### src/rtl/boot_sequencer.sv
// Boot sequencer: streams data-memory then instruction-memory images from a
// valid/ready source, runs the CPU, and reports the halt code and cycle count.
//
//   state  | meaning
//   -------+--------------------------------------------------
//   IDLE   | waiting for start after reset
//   LOAD_D | accepting boot words into data memory
//   LOAD_I | accepting boot words into instruction memory
//   FLUSH  | final imem write drains, CPU not yet enabled
//   RUN    | CPU enabled, counting cycles, watching for halt
//   DONE   | halted; halt_code and cycle_count held
module boot_sequencer #(
    parameter int IMEM_WORDS = 512,
    parameter int DMEM_WORDS = 1024
) (
    input  logic        clk,
    input  logic        rst,
    input  logic        start,
    input  logic        s_valid,
    input  logic [31:0] s_data,
    output logic        s_ready,
    output logic [31:0] addr_ext,
    output logic [31:0] wdata_ext,
    output logic        wen_ext,
    output logic        ren_ext,
    output logic [31:0] addr_ext_2,
    output logic [31:0] wdata_ext_2,
    output logic        wen_ext_2,
    output logic        ren_ext_2,
    output logic        enable,
    input  logic [31:0] instruction,
    output logic        busy,
    output logic        done,
    output logic [1:0]  halt_code,
    output logic [31:0] cycle_count
);

    typedef enum logic [2:0] {IDLE, LOAD_D, LOAD_I, FLUSH, RUN, DONE} state_t;

    localparam logic [31:0] D_LAST = 32'(DMEM_WORDS - 1);
    localparam logic [31:0] I_LAST = 32'(IMEM_WORDS - 1);

    state_t      state;
    logic [31:0] idx;
    logic        accept;
    logic        halt_seen;
    logic        unused_instr;

    assign s_ready      = (state == LOAD_D) || (state == LOAD_I);
    assign accept       = s_valid && s_ready;
    assign busy         = (state != IDLE) && (state != DONE);
    assign done         = (state == DONE);
    assign ren_ext      = 1'b0;
    assign ren_ext_2    = 1'b0;
    assign halt_seen    = (instruction[31:26] == 6'b111110);
    assign unused_instr = ^instruction[25:2];

    always_ff @(posedge clk) begin
        if (rst) begin
            state       <= IDLE;
            idx         <= '0;
            addr_ext    <= '0;
            wdata_ext   <= '0;
            wen_ext     <= 1'b0;
            addr_ext_2  <= '0;
            wdata_ext_2 <= '0;
            wen_ext_2   <= 1'b0;
            enable      <= 1'b0;
            halt_code   <= '0;
            cycle_count <= '0;
        end else begin
            // Write strobes are single-cycle pulses following each accepted word.
            wen_ext   <= 1'b0;
            wen_ext_2 <= 1'b0;
            case (state)
                IDLE, DONE: begin
                    if (start) begin
                        state       <= LOAD_D;
                        idx         <= '0;
                        cycle_count <= '0;
                        halt_code   <= '0;
                    end
                end
                LOAD_D: begin
                    if (accept) begin
                        wen_ext_2   <= 1'b1;
                        addr_ext_2  <= {idx[29:0], 2'b00};
                        wdata_ext_2 <= s_data;
                        if (idx == D_LAST) begin
                            idx   <= '0;
                            state <= LOAD_I;
                        end else begin
                            idx <= idx + 32'd1;
                        end
                    end
                end
                LOAD_I: begin
                    if (accept) begin
                        wen_ext   <= 1'b1;
                        addr_ext  <= {idx[29:0], 2'b00};
                        wdata_ext <= s_data;
                        if (idx == I_LAST) begin
                            idx   <= '0;
                            state <= FLUSH;
                        end else begin
                            idx <= idx + 32'd1;
                        end
                    end
                end
                FLUSH: begin
                    state  <= RUN;
                    enable <= 1'b1;
                end
                RUN: begin
                    if (halt_seen) begin
                        state     <= DONE;
                        enable    <= 1'b0;
                        halt_code <= instruction[1:0];
                    end else if (cycle_count != 32'hFFFF_FFFF) begin
                        cycle_count <= cycle_count + 32'd1;
                    end
                end
                default: begin
                    state  <= IDLE;
                    enable <= 1'b0;
                end
            endcase
        end
    end

endmodule

### config.mk
export PLATFORM = sky130hd
export DESIGN_NAME = boot_sequencer
export DESIGN_NICKNAME = d
export VERILOG_FILES = /design/src/rtl/boot_sequencer.sv
export SDC_FILE = /design/constraint.sdc
export NUM_CORES = 1
export LEC_CHECK = 0
export BUFFER_PORTS_ARGS = -buffer_cell sky130_fd_sc_hd__buf_4
export CORE_MARGIN = 5
export CORE_UTILIZATION = 46
export DETAILED_ROUTE_END_ITERATION = 12
export GPL_ROUTABILITY_DRIVEN = 0
export PLACE_DENSITY = 0.75
export SETUP_SLACK_MARGIN = 0.5
export SLEW_MARGIN = 20
export SYNTH_ARGS = -nofsm -noshare
export SYNTH_HDL_FRONTEND = slang
export SYNTH_SLANG_ARGS = --single-unit
### constraint.sdc
create_clock -name clk -period 2.05 [get_ports clk]
set_clock_uncertainty 0.05 [all_clocks]
set_input_delay 0.41 -clock clk [delete_from_list [all_inputs] [get_ports clk]]
set_output_delay 0.41 -clock clk [all_outputs]
set_load 0.01 [all_outputs]
==> results by group <==
Status
  – Outcome: finished, violations left
  – Failing checks: negative setup slack

Logic synthesis
  – Synthesized area per cell: 8.00 um^2
  – Top-area cell type share of the netlist area: 49.5%
  – EDFF count, synth: 0
  – Yosys top cell by area: dfxtp_1
  – Synth Register Bits: 196
  – Synth Instances: 991
  – Sequential fraction of the synthesis area: 49.5%
  – Synth Flop Type: dfxtp_1
  – Async SR Flop Fraction: 0%
  – Post-synth cell types: 56
  – YS warnings: 0
  – Synth top area cells: dfxtp_1 50%, nand2_1 13%, a21oi_1 8.7%, xnor2_1 4.5%, nor2_1 3.8%
  – Post-synthesis cell area: 0.00793 mm^2

Die
  – Die H: 141 um
  – Io pins: 238
  – Chip width: 141 um
  – Core area: 0.0171 mm^2
  – Die Area: 0.0200 mm^2
  – Row count: 48
  – Starting density of the core: 46.3%

Global routing
  – GR Util All Layers: 27.5%
  – Pin count of the biggest net entering global routing: 65
  – Total gr overflow: 0
  – First-pass GRT wire length: 43900 um
  – Initial antenna violation count: 0
  – Vias in the first global route: 8284

Timing
  – Final Max Slew Viols: 0
  – Worst slew pin tran: 854 ps
  – RSZ-0062 raised after global routing: yes
  – Post-layout minimum cycle time: 2120 ps
  – Hold_ws: 151 ps
  – # setup viols final: 6
  – Max Freq: 472 MHz
  – Setup TNS: -249 ps
  – Tcrit/Tclk final: 103%
  – Hold Fails Final Rpt: 0
  – Setup ws final: -68.4 ps
  – Slew headroom: 43.0%

CTS
  – Clk slew on worst S/H paths: 80 ps
  – Max clock buf depth: 2
  – TritonCTS clock tree: yes
  – Clock Sinks: 196
  – Num CTS Buffers: 17
  – Clock Root Buffer: clkbuf_16
  – Clk_lat worst skew: 440 ps
  – Max H-tree Level: 4

Layout
  – Area occupied by multi-input gates: 0.00549 mm^2
  – FILL cells: 863
  – # diodes: 0
  – Share of cells above drive strength 1: 58.1%
  – Post-route insts no fill: 1589
  – Area growth syn-to-layout: 81.7%
  – FF/Latch Area: 0.00398 mm^2
  – Net count reported at finish: 1421

Hold path
  – Hold path cells: 2
  – Endpoint, Worst Hold: addr_ext[11]$_SDFFE_PP0P_
  – HP Class: primary input to flip-flop
  – Hold path start: rst

Placement
  – HPWL Detailed: 15800 um
  – I/O Buffers: 207
  – Cell count after placement: 1437
  – Pre-CTS setup slack: -7.98 ps

Worst setup path
  – CP endpoint kind: flip-flop
  – R2R depth: 8
  – Critical path peak fanout: 7
  – Required arrival time at the worst endpoint: 2330 ps
  – CP startpoint kind: flip-flop
  – R2r setup slk: -70 ps
  – Reg2reg end: idx[28]$_SDFFE_PP0P_
  – RR Startpoint: state[2]$_SDFFE_PP0P_
  – Worst Setup Path Type: flip-flop to flip-flop
  – WP data arrival: 2400 ps

Drt
  – Avg WL per Cell: 22.2 um
  – Final WL: 35200 um
  – DR iter-0 viols: 747
  – DRT antenna net count: 0
  – TritonRoute pass-1 iters: 5
  – DR vias: 9108
  – Vias per cell: 5.73
  – DRC viols: 0

Power and ir drop
  – Total power: 8.82 mW
  – Static Leak: 5.73 nW
  – VDD IR-drop max: 0.663 mV
  – Internal: 6.49 mW
  – Clock power frac: 39.6%
  – Combinational Power Share: 16.2%
  – Switch share: 26.3%
  – Cell Pwr Density: 612 mW/mm^2
  – Reg power frac: 44.2%
  – Switching Power: 2.32 mW

Job
  – Max Cap Viol: 0
==> power groups by stage <==
stage	Sequential (mW)	Clock, mW	Combinational [mW]
after floorplan	3.98	0	0.375
after global placement	3.97	0	0.624
after detailed placement	3.98	0	0.631
after CTS	3.88	3.48	1.13
after global routing	3.90	3.66	1.46
final	3.89	3.49	1.43
==> layout by cell type (no fill, tap or decap), drive strengths merged, types with 3 or more instances in the layout <==
cell and count:
nor3b 5, or3b 4, nand4 25, clkbuf 26
mux2i 4, xor2 11, or3 4, nand3 21
nor4 16, or2 3, dfxtp 196, or4 4
a21o 3, buf 397, a211oi 3, nand2 277
o21ai 7, inv 21, a21oi 139, and2 5
xnor2 41, nand2b 7, and3 6, nor2 81
conb 6, nor3 21
==> state kept, by name, indices dropped and copies added, names as in the netlist <==
name	cells
wdata_ext_2	32
idx	32
enable	1
wen_ext_2	1
addr_ext_2	30
halt_code	2
wdata_ext	32
state	3
addr_ext	30
wen_ext	1
cycle_count	32
==> Yosys cell counts, types with 3 or more instances <==
cell,n
nand2_1,276
dfxtp_1,196
a21oi_1,138
nor2_1,81
clkbuf_1,50
xnor2_1,41
nand4_1,23
nor3_1,21
nand3_1,20
inv_1,15
nor4_1,13
buf_2,11
xor2_1,11
buf_4,8
nand2b_1,7
and3_1,6
o21ai_0,6
and2_1,5
mux2i_1,4
nor3b_1,4
or3_1,4
or4_1,4
a211oi_1,3
a21o_1,3
or2_2,3
==> repair_timing <==
item | 4_1_cts | 5_1_grt
buffers inserted | 52 | 37
gates resized for setup | 138 | 385
gates cloned | 20 | 11
pin swaps | 79 | 189
setup endpoints to repair | 195 | 201
hold buffers | 0 | 0
==> per-layer routing <==
metal	vias to the layer above	global-route usage, %	part of all wire [%]
met5	-	0	0
met4	0	11.7	5.6
met3	151	5.36	7.6
met2	535	47.7	51
met1	4400	33.3	36
li1	4022	-	-
==> logic make-up after synthesis <==
family / Yosys count / synth area share (%)
fa+ha+maj: 2 / 0.316
other cells: 1 / 0.0473
mux: 6 / 0.789
buf+inv: 86 / 4.64
flops: 196 / 49.5
simple gates: 484 / 27.6
compound gates: 164 / 11.4
xor+xnor: 52 / 5.75
==> layout make-up <==
cell class | instances | share of cell area (%)
clock buffers | 20 | 3.24
inverters | 15 | 0.391
clock inverters | 12 | 0.982
flip-flops and latches | 196 | 27.7
well taps | 225 | 1.95
repair buffers | 404 | 27.7
multi-input cells | 717 | 38.1
==> worst max-delay path by stage <==
stage                                 from                          end  slack (ps)  cells after the start
2_1_floorplan  cycle_count[0]$_SDFFE_PP0P_  cycle_count[8]$_SDFFE_PP0P_          80                      8
3_3_place_gp          idx[13]$_SDFFE_PP0P_        state[0]$_SDFFE_PP0P_         -10                      6
3_5_place_dp          idx[13]$_SDFFE_PP0P_        state[0]$_SDFFE_PP0P_          -8                      6
4_1_cts               idx[24]$_SDFFE_PP0P_        state[0]$_SDFFE_PP0P_          90                      6
5_1_grt                idx[7]$_SDFFE_PP0P_        state[0]$_SDFFE_PP0P_        -150                      6
6_report             state[2]$_SDFFE_PP0P_         idx[28]$_SDFFE_PP0P_         -70                      8
==> worst max-delay path, cell delays in order, from the launching register on <==
cell	delay, ps
dfxtp_4	370
buf_6	120
and4bb_2	340
a221o_2	280
buf_4	170
nand3_4	170
nor3_4	290
xnor2_2	150
nor2_1	70
==> through the flow <==
stage	area, um^2	utilization, %
after floorplan	8290	-
final	14400	84.1
after detailed placement	10300	60.2
after global routing	14400	84.1
after global placement	10300	60.2
after CTS	12400	72.4
Power figures use the tool's default switching activity.
